==> config.mk <==
export PLATFORM = sky130hd
export DESIGN_NAME = paralelo_serial_phy_tx
export DESIGN_NICKNAME = d
export VERILOG_FILES = /design/src/rtl/paralelo_serial_phy_tx.sv
export SDC_FILE = /design/constraint.sdc
export NUM_CORES = 1
export LEC_CHECK = 0
export ABC_CLOCK_PERIOD_IN_PS = 2000
export CORE_ASPECT_RATIO = 1.2
export CORE_MARGIN = 2
export CORE_UTILIZATION = 40
export DETAILED_ROUTE_END_ITERATION = 6
export PLACE_DENSITY = 0.59
export SETUP_SLACK_MARGIN = 0.05
export SYNTH_ARGS = -nofsm -noshare
export SYNTH_HDL_FRONTEND = slang
export SYNTH_SLANG_ARGS = --single-unit
==> constraint.sdc <==
create_clock -name clk_32f -period 2 [get_ports clk_32f]
set_clock_uncertainty 0.1 [all_clocks]
set_input_delay 0.5 -clock clk_32f [delete_from_list [all_inputs] [get_ports clk_32f]]
set_output_delay 0.5 -clock clk_32f [all_outputs]
set_load 0.01 [all_outputs]
==> src/rtl/paralelo_serial_phy_tx.sv <==
// paralelo_serial_phy_tx: transmit-side byte-to-bit serializer.
// Bytes enter through a valid/ready handshake into a small FIFO and leave
// MSB-first, one bit per clk_32f cycle. After reset a run of COM alignment
// bytes is sent before data/fill bytes.
// Build option: define PHY_TX_IDLE_COM_EN to send COM instead of IDLE as
// the fill byte when the FIFO is empty in RUN.
module paralelo_serial_phy_tx #(
  parameter int         FIFO_DEPTH  = 4,
  parameter int         ALIGN_COUNT = 4,
  parameter logic [7:0] COM         = 8'hBC,
  parameter logic [7:0] IDLE        = 8'h7C
) (
  input  logic       clk_32f,
  input  logic       default_values,
  input  logic [7:0] data_in,
  input  logic       valid_in,
  output logic       ready,
  output logic       data_out,
  output logic       byte_strobe,
  output logic       active
);

  localparam int AW = $clog2(FIFO_DEPTH);
  localparam int CW = $clog2(ALIGN_COUNT + 1) + 1;
  localparam logic [CW-1:0] ALIGN_LAST = CW'(ALIGN_COUNT);
  localparam logic [CW-1:0] CNT_ONE    = CW'(1);
  localparam logic [AW:0]   PTR_ONE    = (AW + 1)'(1);

`ifdef PHY_TX_IDLE_COM_EN
  // Empty FIFO keeps refreshing the receiver's alignment.
  localparam logic [7:0] FILL_BYTE = COM;
`else
  localparam logic [7:0] FILL_BYTE = IDLE;
`endif

  typedef enum logic [0:0] {
    ST_INIT = 1'b0,
    ST_RUN  = 1'b1
  } state_t;

  state_t        state_q, state_d;
  logic [2:0]    bit_cnt_q, bit_cnt_d;
  logic [CW-1:0] com_cnt_q, com_cnt_d;
  logic [6:0]    shift_q, shift_d;
  logic          data_out_q, data_out_d;
  logic          byte_strobe_q, byte_strobe_d;
  logic          active_q, active_d;
  logic          ready_q, ready_d;
  logic [AW:0]   wr_ptr_q, wr_ptr_d;
  logic [AW:0]   rd_ptr_q, rd_ptr_d;
  logic [7:0]    mem_q [FIFO_DEPTH];
  logic [7:0]    mem_d [FIFO_DEPTH];

  logic          fifo_empty_s;
  logic          push_s;
  logic          pop_s;
  logic          run_sel_s;
  logic [7:0]    byte_sel_s;

  // Pointer compare gives empty; a push needs the registered ready.
  assign fifo_empty_s = (wr_ptr_q == rd_ptr_q);
  assign push_s       = valid_in & ready_q;

  // Sequencer: byte selection on boundaries, bit shifting otherwise.
  always_comb begin
    state_d       = state_q;
    com_cnt_d     = com_cnt_q;
    bit_cnt_d     = bit_cnt_q + 3'd1;
    shift_d       = shift_q;
    data_out_d    = data_out_q;
    byte_strobe_d = 1'b0;
    active_d      = active_q;
    pop_s         = 1'b0;
    run_sel_s     = 1'b0;
    byte_sel_s    = COM;
    if (bit_cnt_q == 3'd0) begin
      case (state_q)
        ST_INIT: begin
          if (com_cnt_q == ALIGN_LAST) begin
            // Alignment done: this very boundary already selects as RUN.
            state_d   = ST_RUN;
            run_sel_s = 1'b1;
          end else begin
            com_cnt_d = com_cnt_q + CNT_ONE;
          end
        end
        ST_RUN: begin
          run_sel_s = 1'b1;
        end
        default: begin
          state_d = ST_INIT;
        end
      endcase
      if (run_sel_s) begin
        active_d = 1'b1;
        if (!fifo_empty_s) begin
          byte_sel_s = mem_q[rd_ptr_q[AW-1:0]];
          pop_s      = 1'b1;
        end else begin
          byte_sel_s = FILL_BYTE;
        end
      end else begin
        byte_sel_s = COM;
      end
      data_out_d    = byte_sel_s[7];
      byte_strobe_d = 1'b1;
      shift_d       = byte_sel_s[6:0];
    end else begin
      data_out_d    = shift_q[6];
      byte_strobe_d = 1'b0;
      shift_d       = {shift_q[5:0], 1'b0};
    end
  end

  // FIFO next state: pop reads pre-edge contents, so no same-edge bypass.
  always_comb begin
    mem_d    = mem_q;
    wr_ptr_d = wr_ptr_q;
    rd_ptr_d = rd_ptr_q;
    ready_d  = ready_q;
    if (push_s) begin
      mem_d[wr_ptr_q[AW-1:0]] = data_in;
      wr_ptr_d                = wr_ptr_q + PTR_ONE;
    end else begin
      wr_ptr_d = wr_ptr_q;
    end
    if (pop_s) begin
      rd_ptr_d = rd_ptr_q + PTR_ONE;
    end else begin
      rd_ptr_d = rd_ptr_q;
    end
    // Ready tracks "not full" of the post-edge pointers.
    ready_d = !((wr_ptr_d[AW] != rd_ptr_d[AW]) &&
                (wr_ptr_d[AW-1:0] == rd_ptr_d[AW-1:0]));
  end

  // State register with synchronous reset; reset aborts any partial byte.
  always_ff @(posedge clk_32f) begin
    if (default_values) begin
      state_q       <= ST_INIT;
      bit_cnt_q     <= 3'd0;
      com_cnt_q     <= '0;
      shift_q       <= 7'd0;
      data_out_q    <= 1'b0;
      byte_strobe_q <= 1'b0;
      active_q      <= 1'b0;
      ready_q       <= 1'b0;
      wr_ptr_q      <= '0;
      rd_ptr_q      <= '0;
      for (int i = 0; i < FIFO_DEPTH; i++) begin
        mem_q[i] <= 8'h00;
      end
    end else begin
      state_q       <= state_d;
      bit_cnt_q     <= bit_cnt_d;
      com_cnt_q     <= com_cnt_d;
      shift_q       <= shift_d;
      data_out_q    <= data_out_d;
      byte_strobe_q <= byte_strobe_d;
      active_q      <= active_d;
      ready_q       <= ready_d;
      wr_ptr_q      <= wr_ptr_d;
      rd_ptr_q      <= rd_ptr_d;
      mem_q         <= mem_d;
    end
  end

  assign ready       = ready_q;
  assign data_out    = data_out_q;
  assign byte_strobe = byte_strobe_q;
  assign active      = active_q;

endmodule

; ---- Word level (Yosys, flattened, before mapping)
; Cells that the tools add are included.
[op_classes]
add_sub_neg = 4
magnitude_cmp = 3
eq_ne = 4
muxes = 20
bitwise = 7
reduce_logical = 7
[op_table]
columns = op, n
row1 = $mux W8, 5
row2 = $bwmux W32, 1
row3 = $bmux W8 S2, 1
row4 = $demux W8 S2, 1
row5 = $add A3 B1 Y3 const B, 3
row6 = $mux W1, 8
row7 = $mux W7, 1
row8 = $ge A3 B3 Y1 const B, 2
row9 = $mux W3, 2
row10 = $not A2 Y3, 2
row11 = $add A4 B1 Y4 const B, 1
row12 = $eq A4 B3 Y1 const B, 1
row13 = $not A1 Y1, 4
row14 = $reduce_or A4 Y1, 1
row15 = $eq A3 B3 Y1, 1
row16 = $logic_not A3 Y1, 1
row17 = $lt A3 B1 Y1 const B, 1
row18 = $reduce_and A3 Y1, 1
row19 = $eq A2 B2 Y1, 1
row20 = $logic_and A1 B1 Y1, 2
row21 = $pmux W1 S2, 1
row22 = $reduce_and A2 Y1, 1
row23 = $and A1 B1 Y1, 1
row24 = $logic_not A1 Y1, 1
row25 = $ne A1 B1 Y1, 1
[totals]
ff_bits = 57
in_bits = 11
output_inout_bits = 4
wordCells = 60

; ---- Logic depth before layout (Yosys ltp)
[depth]
ltp_word = 10
mapped_depth = 8
depth_no_buf = 7

; ---- Worst setup path after synthesis
; Ideal clock, no wire load.
[synth_timing]
path_type = register -> register
startpoint = reg bit_cnt_q[0]
endpoint = reg ready_q (netlist: ready)
setup_ns = 0.079
arrival_time_ns = 1.633
required_time_ns = 1.821
setup_slack_ns = 0.188
path_stages_with_launch = 9
path_buffers = 1
synth_period_minus_slack_ns = 1.812
cell_sequence = dfxtp_1 inv_1 ha_1 nor2b_1 clkbuf_1 o21a_1 nand2_4 xnor3_1 o221ai_2
[synth_via]
elab_chain_len = 6
word_cells_on_any_way = 7
classes_between = eq/ne (2) / mux (2) / reduce/logical (3)
[synth_lines]
columns = element, line_no
row1 = start: declaration, 42  ; logic [2:0] bit_cnt_q, bit_cnt_d;
row2 = start signal: assignment, 155  ; bit_cnt_q <= bit_cnt_d;
row3 = $logic_not A3 Y1 (*), 76  ; if (bit_cnt_q == 3'd0) begin
row4 = $mux W1 (*), 76
row5 = $mux W3 (*), 127  ; if (pop_s) begin
row6 = $eq A2 B2 Y1 or $ne A1 B1 Y1 (tied branches), "134, 133"
row7 = $logic_and A1 B1 Y1 (*), 133  ; ready_d = !((wr_ptr_d[AW] != rd_ptr_d[AW]) &&
row8 = $logic_not A1 Y1 (*), 133
row9 = end signal: assignment, 161  ; ready_q <= ready_d;
row10 = end: declaration, 48  ; logic ready_q, ready_d;
; Every way passes the cells marked *; elsewhere a longest branch is shown, timed or not.
; A chain may end at the register's enable or synchronous reset.

; ---- Worst setup path after layout
[layout_timing]
startpoint = reg ready_q (netlist: ready)
endpoint = out ready
[layout_lines]
columns = element, line_no
row1 = end: declaration, 17  ; output logic ready,
; No word-level cell between the ends.

==> flow_summary_export.csv <==
group,metric,value,unit
power_and_ir_drop,combinationalPowerShare,11.5,%
global_route,grt_pass1_vias,1656,
final_layout,layout_commonest_cell,"dfxtp_1",
global_route,antenna_found_initial,0,
timing,timing.fmax,533.9,MHz
route,drt_iter0_drc,88,
hold_path,hold_class,"reg2reg",
synthesis,syn-cell-area,2524,sq um
outcome,outcome,"finished, final reports clean",
power_and_ir_drop,p_int,2.159,mW
placement,portBuffers,14,
clock_tree,clock_path_buffers,2,
synthesis,syn_area_per_cell,10.56,sq um
final_layout,area_growth,21.42,%
floorplan,die_x,76.51,microns
timing,grt_setup_unrepaired,"no",
clock_tree,clk_latency,0.33,ns
route,drcViolationCount,0,
final_layout,final_area,3064,sq um
final_layout,drive_gt1_share,19.33,%
placement,placed_cells,336,
clock_tree,hold_buffers,0,
final_layout,final_cell_mix,"dfxtp_1, nor2_1, mux2i_1",
floorplan,initial_core_util,41.71,%
final_layout,finalNetCount,285,
power_and_ir_drop,peakVddDrop,0.4890,mV
final_layout,fin_util,50.64,%
clock_tree,cts.sinks,57,
setup_path,critical_path.cell_chain,"clkdlybuf4s50_1",
clock_tree,clkSlewWorstSetupHoldPaths,0.06,ns
timing,hold_violations,0,
route,final_antenna_net_count,0,
synthesis,ys_seq_area_share,45.22,%
clock_tree,cts_tree,"yes",
power_and_ir_drop,power_density,909.9,nW/um^2
power_and_ir_drop,p_sw,0.6290,mW
power_and_ir_drop,seqPwrFrac,44.3,%
floorplan,core,6051,sq um
timing,hold_slack,0.3421,ns
synthesis,yosys_register_bits,57,
timing,setup_viol,0,
setup_path,cpPeakStageDelay,0.55,ns
setup_path,critPathSlowestCell,"clkdlybuf4s50_1",
setup_path,critPathRequiredTime,1.40,ns
timing,tns,0,ns
clock_tree,cts_root_buf,"clkbuf_8",
global_route,grt_max_degree,27,
setup_path,worstSetupStartpointType,"register",
synthesis,synth_nets,259,
setup_path,critical_path_class,"reg2out",
timing,slew_violations,0,
global_route,grtUsageTotal,15.18,%
synthesis,synth_cell_types,35,
synthesis,synth_warnings,0,
clock_tree,cts_made_buffers,9,
floorplan,die_height,91.01,microns
route,wire_per_inst,13.50,microns
flow_run,drv_cap,0,
route,vias,1713,
placement,dp_hpwl,3307,microns
setup_path,crit_path_end_kind,"output pin",
synthesis,postSynthCellCount,239,
placement,place_congestion,0.7139,
floorplan,fp.dieArea,6963,sq um
power_and_ir_drop,switching_share,22.56,%
final_layout,diodes,0,
power_and_ir_drop,p_leak,1.351,nW
final_layout,nFillCells,578,
route,drt-pass1-iter-count,4,
setup_path,critPathBufInv,1,
route,vias_per_cell,4.880,
setup_path,cp_top_family,"buffers and inverters",
clock_tree,cts-htree-levels,3,
power_and_ir_drop,clkPwrFrac,44.2,%
timing,finalCriticalPeriod,1.873,ns
floorplan,rows,31,
timing,worst_pin_slew,0.3290,ns
placement,placed_area,2829,sq um
global_route,grt.overflow.total,0,
final_layout,instances_no_fill,351,
setup_path,path_max_fanout,7,
route,wl,4737,microns
timing,slew_headroom,77.95,%
global_route,grt_pass1_wl,8093,microns
floorplan,ios,15,
clock_tree,postCtsSetupBuffers,0,
setup_path,critPathArrivalTime,1.27,ns
timing,period_share,93.65,%
power groups by stage:
stage               clock, mW  combinational [mW]  sequential, mW
floorplan                   0               0.216            1.25
global placement            0               0.320            1.26
detailed placement          0               0.325            1.26
CTS                      1.26               0.326            1.24
global route             1.31               0.360            1.24
finish                   1.23               0.320            1.24
per-layer routing:
metal  vias to the layer above  part of all wire (%)  track usage, %
met3                        11                   4.1           3.877
met5                         -                     0               0
met4                         0                   2.3           7.727
met2                        28                    46           23.08
li1                        866                     -               -
met1                       808                    47           19.96
path summary, 6_finish.rpt:
path / slack (ns) / startpoint / cells past startpoint / end
max: 0.13 / ready$_SDFF_PP0_ / 1 / ready
min: 0.34 / shift_q[5]$_SDFF_PP0_ / 2 / shift_q[6]$_SDFF_PP0_
max reg2reg: 0.16 / bit_cnt_q[0]$_SDFF_PP0_ / 8 / ready$_SDFF_PP0_
min reg2reg: 0.34 / shift_q[5]$_SDFF_PP0_ / 2 / shift_q[6]$_SDFF_PP0_
cell type report:
cell class	instances	area, sq um	share of cell area, %
timing repair buffer	27	270.3	8.820
multi-input combinational	161	1285	41.94
clock inverter	2	60.06	1.960
sequential	57	1144	37.32
tap	82	102.6	3.348
inverter	9	33.78	1.102
clock buffer	13	168.9	5.512
metrics by stage:
step / setup WS, ns / power, mW
floorplan: 0.1875 / 1.467
global route: 0.06896 / 2.909
CTS: 0.07567 / 2.819
detailed placement: -0.1083 / 1.585
finish: 0.1271 / 2.788
global placement: -0.08646 / 1.579
logic make-up (layout without fill, tap and decap cells):
family | count (synthesis) | count (layout) | synth area share, %
and+or+nand+nor | 80 | 80 | 14.82
DFF | 57 | 57 | 45.22
muxes | 35 | 35 | 17.85
AOI/OAI and AO/OA | 23 | 23 | 6.743
buffers and inverters | 21 | 51 | 4.016
xor gates and xnor gates | 14 | 14 | 6.892
adders and majority gates | 9 | 9 | 4.462
flip-flops by register name, summed over array words and instances (netlist names):
signal and cells:
mem_q 32, shift_q 7, com_cnt_q 4, bit_cnt_q 3, rd_ptr_q 3, wr_ptr_q 3
active 1, byte_strobe 1, data_out 1, ready 1, state_q 1
cell usage after synthesis (all sizes together):
cell type  instances  area share, %
dfxtp             57             45
nor2              43            6.7
mux2i             27             11
nand2             20            3.3
a21oi             11            2.2
xnor2             10            5.0
ha                 9            4.5
inv                9            1.3
mux4               8            7.1
clkbuf             7            1.0
nand3              6            1.7
buf                5            1.6
nor2b              4           0.99
o221a              4            1.8
and3               3           0.94
o21ai              3           0.59
xor2               3            1.0
o221ai             2           0.94
a22oi              1           0.30
and3b              1           0.35
nand2b             1           0.25
nand4              1           0.25
nor3               1           0.40
o21a               1           0.30
o311ai             1           0.64
xnor3              1           0.89
timing repair:
item	in CTS	in global routing
pin swaps	0	0
gates resized for setup	1	2
endpoints found under the setup margin	1	2
Note: power is estimated with default switching activity, not from simulation.
